===== src/rtl/stream_demux_pkg.sv =====
// Shared types and constants for the 1-to-N valid/ready stream demultiplexer.
package stream_demux_pkg;
  localparam int DROP_CNT_W = 16;

  typedef enum logic {EMPTY = 1'b0, FULL = 1'b1} slice_state_e;
endpackage


===== src/rtl/stream_reg_slice.sv =====
// One-entry valid/ready register slice; accepts a new beat in the same cycle it drains.
module stream_reg_slice
  import stream_demux_pkg::*;
#(
  parameter int DATA_WIDTH = 32
) (
  input  logic                  clk,
  input  logic                  reset,
  input  logic                  load,
  input  logic [DATA_WIDTH-1:0] load_data,
  output logic                  can_accept,
  output logic                  out_valid,
  input  logic                  out_ready,
  output logic [DATA_WIDTH-1:0] out_data
);
  slice_state_e state_q, state_d;

  assign out_valid  = (state_q == FULL);
  assign can_accept = ~out_valid | out_ready;

  always_comb begin
    state_d = state_q;
    case (state_q)
      EMPTY:   if (load) state_d = FULL;
      FULL:    if (out_ready && !load) state_d = EMPTY;
      default: state_d = EMPTY;
    endcase
  end

  always_ff @(posedge clk or posedge reset) begin
    if (reset) state_q <= EMPTY;
    else       state_q <= state_d;
  end

  // Data only moves on load, so it is held while stalled.
  always_ff @(posedge clk or posedge reset) begin
    if (reset)     out_data <= '0;
    else if (load) out_data <= load_data;
  end
endmodule


===== src/rtl/stream_demux.sv =====
// 1-to-N valid/ready demux with per-channel register slices and an out-of-range drop path.
// Optional broadcast beats (in_bcast) enabled by defining STREAM_DEMUX_BCAST_EN.
module stream_demux
  import stream_demux_pkg::*;
#(
  parameter int DATA_WIDTH = 32,
  parameter int N_OUT      = 4,
  parameter int SEL_W      = $clog2(N_OUT)
) (
  input  logic                  clk,
  input  logic                  reset,
  input  logic                  in_valid,
  output logic                  in_ready,
  input  logic [SEL_W-1:0]      in_sel,
  input  logic [DATA_WIDTH-1:0] in_data,
`ifdef STREAM_DEMUX_BCAST_EN
  input  logic                  in_bcast,
`endif
  output logic [N_OUT-1:0]      out_valid,
  input  logic [N_OUT-1:0]      out_ready,
  output logic [DATA_WIDTH-1:0] out_data [N_OUT],
  output logic                  sel_err,
  output logic [DROP_CNT_W-1:0] drop_cnt
);
  logic [N_OUT-1:0] can_accept;
  logic [N_OUT-1:0] load;
  logic [31:0]      sel_ext;
  logic             sel_ok, sel_ready, bcast, fire, drop;

`ifdef STREAM_DEMUX_BCAST_EN
  assign bcast = in_bcast;
`else
  assign bcast = 1'b0;
`endif

  // Widened compare keeps the range check meaningful when N_OUT is a power of two.
  assign sel_ext = 32'(in_sel);
  assign sel_ok  = (sel_ext < 32'(N_OUT));

  always_comb begin
    sel_ready = 1'b0;
    for (int i = 0; i < N_OUT; i++)
      if (sel_ext == 32'(i)) sel_ready = can_accept[i];
  end

  assign in_ready = bcast  ? &can_accept :
                    sel_ok ? sel_ready   : 1'b1;
  assign fire     = in_valid & in_ready;
  assign drop     = fire & ~bcast & ~sel_ok;

  for (genvar i = 0; i < N_OUT; i++) begin : g_slice
    assign load[i] = fire & (bcast | (sel_ok & (sel_ext == i)));

    stream_reg_slice #(.DATA_WIDTH(DATA_WIDTH)) u_slice (
      .clk        (clk),
      .reset      (reset),
      .load       (load[i]),
      .load_data  (in_data),
      .can_accept (can_accept[i]),
      .out_valid  (out_valid[i]),
      .out_ready  (out_ready[i]),
      .out_data   (out_data[i])
    );
  end

  always_ff @(posedge clk or posedge reset) begin
    if (reset) begin
      sel_err  <= 1'b0;
      drop_cnt <= '0;
    end else begin
      sel_err <= drop;
      if (drop && (drop_cnt != '1)) drop_cnt <= drop_cnt + 1'b1;
    end
  end
endmodule

===== config.mk =====
export PLATFORM = sky130hd
export DESIGN_NAME = stream_demux
export DESIGN_NICKNAME = d
export VERILOG_FILES = /design/src/rtl/stream_demux_pkg.sv /design/src/rtl/stream_reg_slice.sv /design/src/rtl/stream_demux.sv
export SDC_FILE = /design/constraint.sdc
export NUM_CORES = 1
export LEC_CHECK = 0
export CORE_ASPECT_RATIO = 1.25
export CORE_MARGIN = 2
export CORE_UTILIZATION = 44
export CTS_CLUSTER_DIAMETER = 150
export CTS_CLUSTER_SIZE = 16
export DETAILED_ROUTE_END_ITERATION = 16
export GPL_TIMING_DRIVEN = 0
export MAX_ROUTING_LAYER = met4
export PLACE_DENSITY_LB_ADDON = 0.2
export SYNTH_ARGS = -nofsm -noshare
export SYNTH_HDL_FRONTEND = slang
export SYNTH_SLANG_ARGS = --single-unit

===== constraint.sdc =====
create_clock -name clk -period 5 [get_ports clk]
set_input_delay 0.75 -clock clk [delete_from_list [all_inputs] [get_ports clk]]
set_output_delay 0.75 -clock clk [all_outputs]
set_load 0.01 [all_outputs]

==> run summary <==
DR iter-0 viols -> 34
Avg Inst Size Synth -> 16.45 sq um
H-tree Lvls -> 4
Overflow left after global routing -> 0
CTS tree -> built
Synth Cell Area -> 5166 sq um
Run status -> complete, no violations
Hold_ws -> 488.8 ps
Total setup buffers inserted after CTS -> 0
Maxcap violations -> 0
DR vias/cell -> 4.869
Post-route DRC -> 0
First-pass GRT wire length -> 18710 microns
Detail Route Antenna Nets -> 0
GR Util All Layers -> 0.2012
Required arrival time at the worst endpoint -> 4250 ps
Initial Util -> 0.4469
Endpoint type of the worst setup path -> primary output
Top cell type's share of synthesized area -> 0.6394
Number of global-route vias before repair -> 3540
Area Overhead vs Synth -> 50.91%
Post-Synthesis Cells -> 314
Antenna violations before repair -> 0
Final setup violation count -> 0
Drt wl/cell -> 17.48 microns
FP Rows -> 44
Die Y -> 125.2 microns
Fin Clk Skew -> 7.816 ps
Async S/R FF share, synth -> 1.000
RD Place Congestion -> 0.7629
Post-synth top cells -> dfrtp_1 (132), mux2_2 (124), buf_4 (21)
Fin. Hold Viols -> 0
Post-synthesis register bit count -> 132
Arrival time at the worst endpoint -> 2390 ps
Area leader, netlist -> dfrtp_1
Synth Warn # -> 0
PostCTS Resize Cnt -> 0
Ant. Diodes -> 0
Netlist cell types -> 20
Top-count cell post-synth -> dfrtp_1
Static Leak -> 3.358 nW
Clock buffer depth -> 2
HPWL after DPL -> 8242 microns
Root buf cell -> clkbuf_16
Routed via count -> 3282
Port Buf Inserts -> 173
Clock slew at reported path FFs -> 60 ps
Num ports -> 191
Cts-stage hold buffer count -> 0
Pin count of the biggest net entering global routing -> 94
Critical path startpoint category -> input port
Sequential share of the synthesized area -> 0.6394
Nets@finish -> 564
Die Wd -> 100.9 microns
CTS sink cnt -> 132
Final period util -> 0.6272
DIE AREA -> 12630 sq um
Dominant synthesized flop cell -> dfrtp_1
Dpl cells -> 642
Final setup TNS -> 0 ps
Placeable Area -> 11560 sq um
Achievable Freq -> 318.9 MHz
Kind of critical path -> input port to primary output
Post-DP Area -> 7163 sq um
First-pass detailed-route iteration total -> 4
Peak VDD IR -> 0.0002702 V
Crit path max fanout -> 4
Worst skew pair latency -> 400 ps
Synth top area cells -> dfrtp_1 (64%), mux2_2 (27%), buf_4 (3.1%)
Max-slew violations -> 0
Period minus WS final -> 3136 ps
Cts bufs inserted -> 17
RSZ-0062 raised after global routing -> no
Total wire length -> 11780 microns
Final instance area -> 7796 sq um
Hold Crit Class -> flop to flop
Share of cells above drive strength 1 -> 0.3638
Fin cells -> 674
Total power -> 3.633 mW
Pwr dens -> 466.0 nW/um^2
Number of flops mapped to enable cells by yosys -> 0
worst max-delay path, stage by stage:
cell             delay (ps)
clkdlybuf4s50_1         560
mux4_1                  560
clkdlybuf4s50_1         520
logic make-up (layout without fill, tap and decap cells):
logic type,after synthesis,after routing,synth area share
AO/OA/AOI/OAI,1,1,0.0009678
other,1,17,0.0007259
buffers and inverters,36,242,0.05619
AND/OR/NAND/NOR,15,15,0.01865
flip-flops,132,132,0.6394
multiplexers,129,129,0.2841
worst paths after layout:
| check | from | endpoint | slack (ps) | cells after the start |
|---|---|---|---|---|
| max | in_sel[0] | in_ready | 1860 | 3 |
| min | g_slice[2].u_slice.out_data[24]$_DFFE_PP0P_ | g_slice[2].u_slice.out_data[24]$_DFFE_PP0P_ | 490 | 1 |
| max reg2reg | g_slice[0].u_slice.out_valid$_DFF_PP0_ | g_slice[0].u_slice.out_data[14]$_DFFE_PP0P_ | 3430 | 4 |
| min reg2reg | g_slice[2].u_slice.out_data[24]$_DFFE_PP0P_ | g_slice[2].u_slice.out_data[24]$_DFFE_PP0P_ | 490 | 1 |
| max in group asynchronous | reset | g_slice[3].u_slice.out_data[8]$_DFFE_PP0P_ | 3490 | 3 |
| min in group asynchronous | reset | g_slice[1].u_slice.out_data[18]$_DFFE_PP0P_ | 720 | 2 |
final cells by class:
| cell class | instances | area (sq um) |
|---|---|---|
| Timing Repair Buffer | 174 | 1759 |
| Clock inverter | 13 | 180.2 |
| Clock buffer | 19 | 452.9 |
| Multi-Input combinational cell | 162 | 1633 |
| Inverter | 1 | 8.758 |
| Tap cell | 138 | 172.7 |
| Buffer | 35 | 286.5 |
| Fill cell | 874 | 3765 |
| Sequential cell | 132 | 3303 |
state kept, by name, summed over array words and instances (netlist names):
| register | count |
|---|---|
| g_slice.u_slice.out_valid | 4 |
| g_slice.u_slice.out_data | 128 |
power breakdown:
group	internal, mW	switching (mW)
combinational	0.585	0.332
clock	0.859	0.451
sequential	1.29	0.114
total	2.74	0.898
placed cells by master (no fill, tap or decap):
master | Yosys | final
inv_6 | 0 | 2
and3_1 | 1 | 1
mux4_1 | 1 | 1
nor3b_4 | 1 | 1
clkinvlp_4 | 0 | 3
o21ai_0 | 1 | 1
clkinv_2 | 0 | 4
nand3_1 | 1 | 1
clkbuf_2 | 1 | 1
nor2b_1 | 1 | 1
nand2b_1 | 4 | 4
clkinv_4 | 0 | 1
buf_4 | 21 | 21
mux2_1 | 4 | 4
clkbuf_16 | 0 | 17
nand2_1 | 5 | 5
buf_16 | 0 | 1
clkdlybuf4s50_1 | 0 | 173
conb_1 | 1 | 17
buf_2 | 4 | 4
nand3b_1 | 1 | 1
nor2b_2 | 1 | 1
dfrtp_1 | 132 | 132
mux2_2 | 124 | 124
bufinv_16 | 0 | 4
buf_6 | 8 | 8
clkbuf_8 | 1 | 3
routing by layer:
metal / vias to the layer above / GRT usage / wire [microns]
li1: 1478 / - / -
met1: 1679 / 0.2382 / 4854
met2: 115 / 0.3275 / 6049
met3: 10 / 0.06037 / 739
met4: 0 / 0.06677 / 135
met5: - / - / 0
through the flow:
stage                     worst slack (ps)  utilization
after floorplan                      724.0            -
after global placement              -937.5       0.6168
after detailed placement              1849       0.6196
after CTS                             1849       0.6744
after global routing                  1807       0.6744
final                                 1864       0.6744
Power figures use the tool's default switching activity.
